### src/rtl/lfsr_pkg.sv
// Shared types and constants for the shared-LFSR controller: FSM states,
// legal width range and the XNOR feedback tap mask per width.
package lfsr_pkg;

  typedef enum logic {
    ST_RUN    = 1'b0,
    ST_RESEED = 1'b1
  } state_t;

  localparam int N_MIN = 3;
  localparam int N_MAX = 10;

  // Bit i set means lfsr[i] feeds the XNOR chain.
  function automatic logic [N_MAX-1:0] tap_mask(input int n);
    logic [N_MAX-1:0] m;
    case (n)
      3:       m = 10'b00_0000_0110;
      4:       m = 10'b00_0000_1100;
      5:       m = 10'b00_0001_0100;
      6:       m = 10'b00_0011_0000;
      7:       m = 10'b00_0110_0000;
      8:       m = 10'b00_1011_1000;
      9:       m = 10'b01_0001_0000;
      10:      m = 10'b10_0100_0000;
      default: m = '0;
    endcase
    return m;
  endfunction

endpackage

### src/rtl/lfsr_step_en.sv
// N-bit XNOR Fibonacci LFSR: shifts left with feedback into bit 0 when en is
// high; load takes priority and replaces the register with load_val.
module lfsr_step_en
  import lfsr_pkg::*;
#(
  parameter int             N    = 8,
  parameter logic [N-1:0]   SEED = N'(1)
) (
  input  logic         clk,
  input  logic         rst,
  input  logic         en,
  input  logic         load,
  input  logic [N-1:0] load_val,
  output logic [N-1:0] q
);

  localparam logic [N_MAX-1:0] MASK_ALL = tap_mask(N);
  localparam logic [N-1:0]     MASK     = MASK_ALL[N-1:0];

  logic         fb;
  logic [N-1:0] q_nxt;

  assign fb    = ~(^(q & MASK));
  assign q_nxt = {q[N-2:0], fb};

  always_ff @(posedge clk or posedge rst) begin
    if (rst) begin
      q <= SEED;
    end else if (load) begin
      q <= load_val;
    end else if (en) begin
      q <= q_nxt;
    end
  end

endmodule

### src/rtl/lfsr_share_ctrl.sv
// Round-robin sharing of one XNOR LFSR among REQ requesters, with runtime
// reseeding and lock-up seed rejection. Optional wrap pulse: LFSR_WRAP_DET_EN.
//
//   state     | meaning
//   ST_RUN    | arbitrate requests; seed_load moves to ST_RESEED
//   ST_RESEED | one-cycle busy slot after a seed load, no grants
module lfsr_share_ctrl
  import lfsr_pkg::*;
#(
  parameter int           N    = 8,
  parameter int           REQ  = 4,
  parameter logic [N-1:0] SEED = N'(1)
) (
  input  logic           clk,
  input  logic           rst,
  input  logic [REQ-1:0] req,
  output logic [REQ-1:0] gnt,
  output logic [N-1:0]   num,
  input  logic           seed_load,
  input  logic [N-1:0]   seed,
  output logic           seed_err,
  output logic           busy
`ifdef LFSR_WRAP_DET_EN
  ,
  output logic           wrap
`endif
);

  localparam int PW  = $clog2(REQ);
  localparam int PW1 = PW + 1;

  if (N < N_MIN || N > N_MAX) begin : g_bad_n
    $error("lfsr_share_ctrl: N out of range 3..10");
  end
  if (REQ < 2 || REQ > 8) begin : g_bad_req
    $error("lfsr_share_ctrl: REQ out of range 2..8");
  end
  if (SEED == {N{1'b1}}) begin : g_bad_seed
    $error("lfsr_share_ctrl: SEED must not be all ones");
  end

  state_t         state, state_nxt;
  logic [PW-1:0]  rr_ptr, ptr_nxt, win;
  logic [PW:0]    cand;
  logic [REQ-1:0] eligible, gnt_nxt;
  logic           hit, grant_en, load_en, seed_all1;
  logic [N-1:0]   lfsr_q, load_val;

  assign eligible  = req & ~gnt;
  assign seed_all1 = (seed == {N{1'b1}});
  assign load_val  = seed_all1 ? N'(1) : seed;
  assign busy      = (state == ST_RESEED);

  // First eligible index at or above rr_ptr, wrapping modulo REQ.
  always_comb begin
    hit  = 1'b0;
    win  = '0;
    cand = '0;
    for (int i = 0; i < REQ; i++) begin
      cand = {1'b0, rr_ptr} + PW1'(i);
      if (cand >= PW1'(REQ)) cand = cand - PW1'(REQ);
      if (!hit && eligible[cand[PW-1:0]]) begin
        hit = 1'b1;
        win = cand[PW-1:0];
      end
    end
  end

  assign gnt_nxt = REQ'(1) << win;
  assign ptr_nxt = (win == PW'(REQ - 1)) ? '0 : win + PW'(1);

  always_comb begin
    state_nxt = state;
    grant_en  = 1'b0;
    load_en   = 1'b0;
    case (state)
      ST_RUN: begin
        if (seed_load) begin
          load_en   = 1'b1;
          state_nxt = ST_RESEED;
        end else if (hit) begin
          grant_en = 1'b1;
        end
      end
      ST_RESEED: state_nxt = ST_RUN;
      default:   state_nxt = ST_RUN;
    endcase
  end

  always_ff @(posedge clk or posedge rst) begin
    if (rst) begin
      state    <= ST_RUN;
      gnt      <= '0;
      num      <= '0;
      rr_ptr   <= '0;
      seed_err <= 1'b0;
    end else begin
      state    <= state_nxt;
      gnt      <= grant_en ? gnt_nxt : '0;
      seed_err <= load_en & seed_all1;
      if (grant_en) begin
        num    <= lfsr_q;
        rr_ptr <= ptr_nxt;
      end
    end
  end

  lfsr_step_en #(
    .N    (N),
    .SEED (SEED)
  ) u_lfsr (
    .clk      (clk),
    .rst      (rst),
    .en       (grant_en),
    .load     (load_en),
    .load_val (load_val),
    .q        (lfsr_q)
  );

`ifdef LFSR_WRAP_DET_EN
  // A maximal-length sequence revisits the seed after 2^N-1 steps.
  localparam logic [N-1:0] WRAP_AT = N'((2 ** N) - 2);
  logic [N-1:0] step_cnt;

  always_ff @(posedge clk or posedge rst) begin
    if (rst) begin
      step_cnt <= '0;
      wrap     <= 1'b0;
    end else if (load_en) begin
      step_cnt <= '0;
      wrap     <= 1'b0;
    end else if (grant_en) begin
      if (step_cnt == WRAP_AT) begin
        step_cnt <= '0;
        wrap     <= 1'b1;
      end else begin
        step_cnt <= step_cnt + N'(1);
        wrap     <= 1'b0;
      end
    end else begin
      wrap <= 1'b0;
    end
  end
`endif

endmodule
### config.mk
export PLATFORM = sky130hd
export DESIGN_NAME = lfsr_share_ctrl
export DESIGN_NICKNAME = d
export VERILOG_FILES = /design/src/rtl/lfsr_pkg.sv /design/src/rtl/lfsr_step_en.sv /design/src/rtl/lfsr_share_ctrl.sv
export SDC_FILE = /design/constraint.sdc
export NUM_CORES = 1
export LEC_CHECK = 0
export ABC_AREA = 1
export BUFFER_PORTS_ARGS = -buffer_cell sky130_fd_sc_hd__buf_4
export CORE_ASPECT_RATIO = 1.2
export CORE_MARGIN = 8
export CORE_UTILIZATION = 59
export DETAILED_ROUTE_END_ITERATION = 6
export PLACE_DENSITY_LB_ADDON = 0.12
export SLEW_MARGIN = 15
export SYNTH_ARGS = -nofsm -noshare
export SYNTH_HDL_FRONTEND = slang
export SYNTH_SLANG_ARGS = --single-unit
### constraint.sdc
create_clock -name clk -period 3.4 [get_ports clk]
set_clock_uncertainty 0.1 [all_clocks]
set_input_delay 0.68 -clock clk [delete_from_list [all_inputs] [get_ports clk]]
set_output_delay 0.68 -clock clk [all_outputs]
set_load 0.005 [all_outputs]
==> results of run 1 <==
-- worst reg2reg max path: stages, from the launching register on --
cell	delay, ns
dfrtp_1	0.61
nand3_1	0.25
nand2_1	0.12
nand2_1	0.05
nand2_1	0.07
nand4_1	0.09
o21ai_0	0.32
inv_1	0.11
ha_1	0.28
nand2_1	0.06
o21ai_0	0.06
-- layout by cell type, fill, tap and decap left out --
master    synthesis  routed
inv_2             1       1
nor2_2            1       1
nand3_1          23      23
nand4_2           1       1
ha_1              4       4
xnor2_1           2       2
clkbuf_4          0       3
o21ai_2           4       4
dfrtp_1          23      23
dfstp_2           1       1
inv_6             1       1
nand2_1          64      64
nor2_1            9       9
buf_4             0      29
nand2_2           5       5
xor2_1            1       1
clkbuf_1          1       1
nand3_2          12      12
nand2_4           1       1
nand4_1           4       4
o21ai_0           9       9
inv_1            23      23
-- power groups by stage --
stage	sequential [W]	clock, W	combinational, W
6_report	0.000483	0.000132	0.000786
2_1_floorplan	0.000469	0	0.000591
3_3_place_gp	0.000487	0	0.000761
3_5_place_dp	0.000491	0	0.000791
4_1_cts	0.000484	0.000131	0.000793
5_1_grt	0.000498	0.000138	0.000885
-- state kept, by name (all words and copies together) (netlist names) --
name	cells
num	8
u_lfsr.q	8
gnt	4
rr_ptr	2
busy	1
seed_err	1
-- area by class of cell --
| class | instances | area [µm²] |
|---|---|---|
| Clock buffer | 4 | 26.3 |
| Fill cell | 217 | 739 |
| Inverter | 25 | 98.8 |
| Multi-Input combinational cell | 140 | 752 |
| Sequential cell | 24 | 602 |
| Tap cell | 33 | 41.3 |
| Timing Repair Buffer | 29 | 218 |
-- per-stage QoR --
| step | instance area, µm² | hold slack [ns] | instances | power, W |
|---|---|---|---|---|
| 3_5_place_dp | 1710 | 0.367 | 251 | 0.00128 |
| 4_1_cts | 1740 | 0.391 | 255 | 0.00141 |
| 5_1_grt | 1740 | 0.407 | 255 | 0.00152 |
| 3_3_place_gp | 1710 | 0.363 | 251 | 0.00125 |
| 2_1_floorplan | 1500 | 0.353 | 194 | 0.00106 |
| 6_report | 1740 | 0.389 | 255 | 0.00140 |
-- cells by family (layout without fill, tap and decap cells) --
kind of cell	after synthesis	after routing	share of synthesized area, %
adders and majority gates	4	4	3.33
and+or+nand+nor	120	120	39.6
AOI/OAI and AO/OA	13	13	5.32
xor gates and xnor gates	3	3	1.75
DFF	24	24	40.0
buffers and inverters	30	58	9.98
-- path summary, 6_finish.rpt --
check / cells after the start / from / endpoint / slack (ns)
min in group asynchronous: 2 / rst / u_lfsr.q[7] / 0.44
setup / recovery: 10 / rr_ptr[0] / rr_ptr[1] / 1.16
hold / removal: 2 / u_lfsr.q[0] / u_lfsr.q[0] / 0.39
hold reg to reg: 2 / u_lfsr.q[0] / u_lfsr.q[0] / 0.39
setup reg to reg: 10 / rr_ptr[0] / rr_ptr[1] / 1.16
max in group asynchronous: 2 / rst / rr_ptr[1] / 2.22
-- per-layer routing --
metal / part of all wire (%) / global-route usage (%) / vias up
met1: 40 / 17.0 / 605
met4: 1.7 / 7.36 / 0
met2: 53 / 26.8 / 30
met5: 0 / 0 / -
li1: - / - / 671
met3: 4.6 / 2.33 / 4
==> impl_metrics.json, run 1 <==
{
  "fin_crit_ns": 2.24,
  "drt-total-wl_um": 3180,
  "cts-resized-gates": 0,
  "core_area_um2": 2480,
  "synth-seq-cells": 24,
  "ctsHtreeMaxLevel": 1,
  "numCtsBuffers": 3,
  "gp_congestion": 0.834,
  "drive_gt1_share_pct": 26.6,
  "port_buffers": 28,
  "grt_use_total_pct": 15.3,
  "route.detailed.drc": 0,
  "dr_total_vias": 1310,
  "slowest_stage": "dfrtp_1",
  "die_y_um": 71.3,
  "synth_edf_count": 0,
  "netlist_area_um2": 1500,
  "antenna_cells": 0,
  "synthCells": 194,
  "boundaryPins": 29,
  "syn_nets": 213,
  "yosys-top-cells-count": "64 x nand2_1, 23 x dfrtp_1, 23 x inv_1, 23 x nand3_1, 12 x nand3_2",
  "grt_pass1_wl_um": 5220,
  "setup_violations": 0,
  "yosys.cell_count.top_type": "nand2_1",
  "synthDistinctLibCells": 23,
  "powerDensity_nw_per_um2": 806,
  "post_cts_buffers": 0,
  "cp_common_cell": "nand2_1",
  "dr.pass1.iters": 4,
  "p_clk_share_pct": 9.4,
  "grt_max_degree": 28,
  "fin_setup_tns_ns": 0,
  "fin_crit_sh_pct": 65.8,
  "critPathKind": "flop to flop",
  "initial_core_util_pct": 60.7,
  "cts_hold_buffers": 0,
  "endpoint_kind": "flop",
  "slew_headroom_pct": 40.5,
  "yosys.area.top_type": "dfrtp_1",
  "p_leak_nw": 0.957,
  "synth_top_flop_cell": "dfrtp_1",
  "fmax_mhz": 447,
  "final_nets": 242,
  "critPathArrivalTime_ns": 2.35,
  "async_reset_ff_share_pct": 100,
  "clock_path_buffers": 2,
  "cp_top_family": "simple AND/OR/NAND/NOR gates",
  "clk_pin_slew_worst_paths_ns": 0.13,
  "wire_per_inst_um": 12.5,
  "ys_seq_area_share_pct": 40.0,
  "swShare_pct": 46.3,
  "overflow": 0,
  "worst_pin_slew_ns": 0.892,
  "antenna_found_initial": 0,
  "clkLatencyLatePin_ns": 0.32,
  "dp_worst_setup_slack_ns": 1.02,
  "synth.top_cells.by_area": "dfrtp_1 38%, nand2_1 16%, nand3_2 8.0%, nand3_1 7.7%, inv_1 5.7%",
  "start_kind": "flop",
  "cts_tree": "built",
  "rsz0062_at_grt": "no",
  "p_switching_w": 0.000649,
  "fin_util_pct": 70.2,
  "seq_power_share_pct": 34.5,
  "cts.sinks": 24,
  "outcome": "completed",
  "crit_chain": "nand3_1 -> nand2_1 -> nand2_1 -> nand2_1 -> nand4_1 -> o21ai_0 -> inv_1 -> ha_1 -> nand2_1 -> o21ai_0",
  "die-area_um2": 4430,
  "viasPerCell": 5.14,
  "maxCapViolations": 0,
  "comb_power_share_pct": 56.1,
  "hp-class": "flop to flop",
  "power.internal_w": 0.000753,
  "vdd_drop_max_uv": 403,
  "ant_nets": 0,
  "cp_num_buf_inv": 1,
  "root_buffer": "clkbuf_4",
  "setup_ws_ns": 1.16,
  "slowest_delay_ns": 0.61,
  "netlist.area_leader.share_pct": 38.3,
  "report.final.slew_viol_count": 0,
  "grt_pass1_vias": 1205,
  "fp-row-count": 20,
  "worstPathRequired_ns": 3.51,
  "drtIter0Drc": 83,
  "syn2layout_area_growth_pct": 15.6,
  "yosys_warnings": 0,
  "synth_area_per_cell_um2": 7.75,
  "cp_max_fo": 9,
  "die_x_um": 62.1,
  "hpwl_um": 2520,
  "hold_violations": 0
}
No activity file was read; power rests on OpenSTA's default activity.
==> run 2: changes to the inputs <==
CORE_UTILIZATION = 49   (was 59)
clock period = 2 ns   (was 3.4 ns; I/O delays follow)
==> impl_metrics.json, run 2 (synthesis gave the netlist of run 1 again) <==
{
  "antenna_cells": 0,
  "initial_core_util_pct": 50.1,
  "gp_congestion": 0.856,
  "worst_hold_slack_ns": 0.00773,
  "setup_ws_ns": -0.0124,
  "port_buffers": 28,
  "clkLatencyLatePin_ns": 0.32,
  "p_clk_share_pct": 6.7,
  "cts_hold_buffers": 0,
  "reg_top3": "num: 8 flops, u_lfsr.q: 8 flops, gnt: 4 flops",
  "die_y_um": 76.7,
  "crit_start": "rr_ptr[0]",
  "swShare_pct": 47.2,
  "p_leak_nw": 1.09,
  "vdd_drop_max_uv": 1060,
  "critPathArrivalTime_ns": 2.13,
  "fmax_mhz": 497,
  "r2r_start": "rr_ptr[0]",
  "die_x_um": 66.6,
  "root_buffer": "clkbuf_4",
  "final_cell_mix": "54 x nand2_1, 44 x buf_4, 21 x dfrtp_1",
  "report.final.slew_viol_count": 0,
  "hold_violations": 0,
  "dp.cells": 258,
  "drive_gt1_share_pct": 45.0,
  "worstPathRequired_ns": 2.11,
  "top_usage_layer": "met2",
  "use_met2_pct": 26.0,
  "grt_pass1_wl_um": 6070,
  "grtUsageMet1_pct": 15.5,
  "outcome": "complete, but fails checks",
  "layout.cells.most_common": "nand2_1",
  "antenna_found_initial": 0,
  "fp-row-count": 22,
  "powerDensity_nw_per_um2": 1540,
  "cp_max_fo": 4,
  "hpwl_um": 2540,
  "core_area_um2": 3000,
  "dr_total_vias": 1444,
  "overflow": 0,
  "ant_nets": 0,
  "boundaryPins": 29,
  "critPathKind": "flop to flop",
  "grt_use_total_pct": 14.5,
  "route.detailed.drc": 0,
  "wire_per_inst_um": 14.8,
  "rsz0062_at_grt": "yes",
  "slew_headroom_pct": 63.4,
  "reg2reg_setup_slack_ns": -0.01,
  "drt-total-wl_um": 4090,
  "grt_max_degree": 25,
  "ctsHtreeMaxLevel": 1,
  "comb_power_share_pct": 68.2,
  "power.internal_w": 0.00173,
  "failed_checks": "setup timing",
  "clk_pin_slew_worst_paths_ns": 0.13,
  "viasPerCell": 5.23,
  "seq_power_share_pct": 25.1,
  "met3_usage_pct": 2.03,
  "clock_path_buffers": 2,
  "p_switching_w": 0.00155,
  "cts.sinks": 24,
  "fin_crit_ns": 2.01,
  "fin_cells": 276,
  "hp-class": "input pin to async pin",
  "fin_crit_sh_pct": 101,
  "dr.pass1.iters": 4,
  "worst_pin_slew_ns": 0.548,
  "syn2layout_area_growth_pct": 41.2,
  "drtIter0Drc": 67,
  "grt_pass1_vias": 1421,
  "final_nets": 260,
  "start_kind": "flop",
  "die-area_um2": 5110,
  "cts_tree": "built",
  "endpoint_kind": "flop",
  "numCtsBuffers": 3,
  "maxCapViolations": 0,
  "num-fill-cells": 236,
  "setup_violations": 1
}
run 2: metal layers:
metal | up-vias | part of all wire (%) | wire (µm)
met4 | 0 | 3.2 | 132
met2 | 33 | 54 | 2210
met1 | 689 | 40 | 1640
met3 | 13 | 2.6 | 108
met5 | - | 0 | 0
li1 | 709 | - | -
run 2: critical path, stage by stage (launching register included):
cell and delay, ns:
dfrtp_2 0.49, buf_6 0.16, nand3_4 0.10, nand3_2 0.09, nand2_2 0.12, buf_4 0.13, nand2_1 0.04, nand2_1 0.07
nand2_2 0.07, nor2_4 0.15, ha_1 0.25, nand2_1 0.06, o21ai_1 0.06
run 2: repair_timing:
action                                 4_1_cts  5_1_grt
endpoints found under the hold margin        0        0
gates resized for setup                      7       52
setup endpoints to repair                    3        6
gates cloned                                 0        0
pin swaps                                    0       13
setup buffers                                4       11
run 2: power by group through the flow:
stage,Sequential (W),Combinational (W),Clock [W]
2_1_floorplan,0.000797,0.00101,0
6_report,0.000824,0.00224,0.000220
3_5_place_dp,0.000838,0.00140,0
3_3_place_gp,0.000825,0.00135,0
5_1_grt,0.000849,0.00245,0.000243
4_1_cts,0.000809,0.00151,0.000227
run 2: final cells by class:
| cell class | count | area (µm²) | area share [%] |
|---|---|---|---|
| Timing Repair Buffer | 47 | 373 | 17.6 |
| Tap cell | 36 | 45.0 | 2.12 |
| Sequential cell | 24 | 604 | 28.5 |
| Clock buffer | 4 | 26.3 | 1.24 |
| Inverter | 25 | 104 | 4.89 |
| Multi-Input combinational cell | 140 | 971 | 45.7 |
run 2: worst paths after layout:
check | end | depth (start not counted)
max in group asynchronous | u_lfsr.q[0] | 3
hold / removal | gnt[1] | 3
setup reg to reg | rr_ptr[1] | 12
min in group clk | u_lfsr.q[6] | 5
setup / recovery | rr_ptr[1] | 12
hold reg to reg | u_lfsr.q[0] | 2
run 2: stage by stage:
step	TNS, ns	setup WS (ns)	utilization (%)	cell area [µm²]	power (W)
after CTS	0	0.00215	60.8	1820	0.00255
after detailed placement	-0.183	-0.103	58.6	1760	0.00223
final	-0.0124	-0.0124	70.8	2120	0.00328
after floorplan	0	0.0837	-	1500	0.00180
after global placement	-0.0328	-0.0328	58.6	1760	0.00218
after global routing	-0.274	-0.127	70.8	2120	0.00354
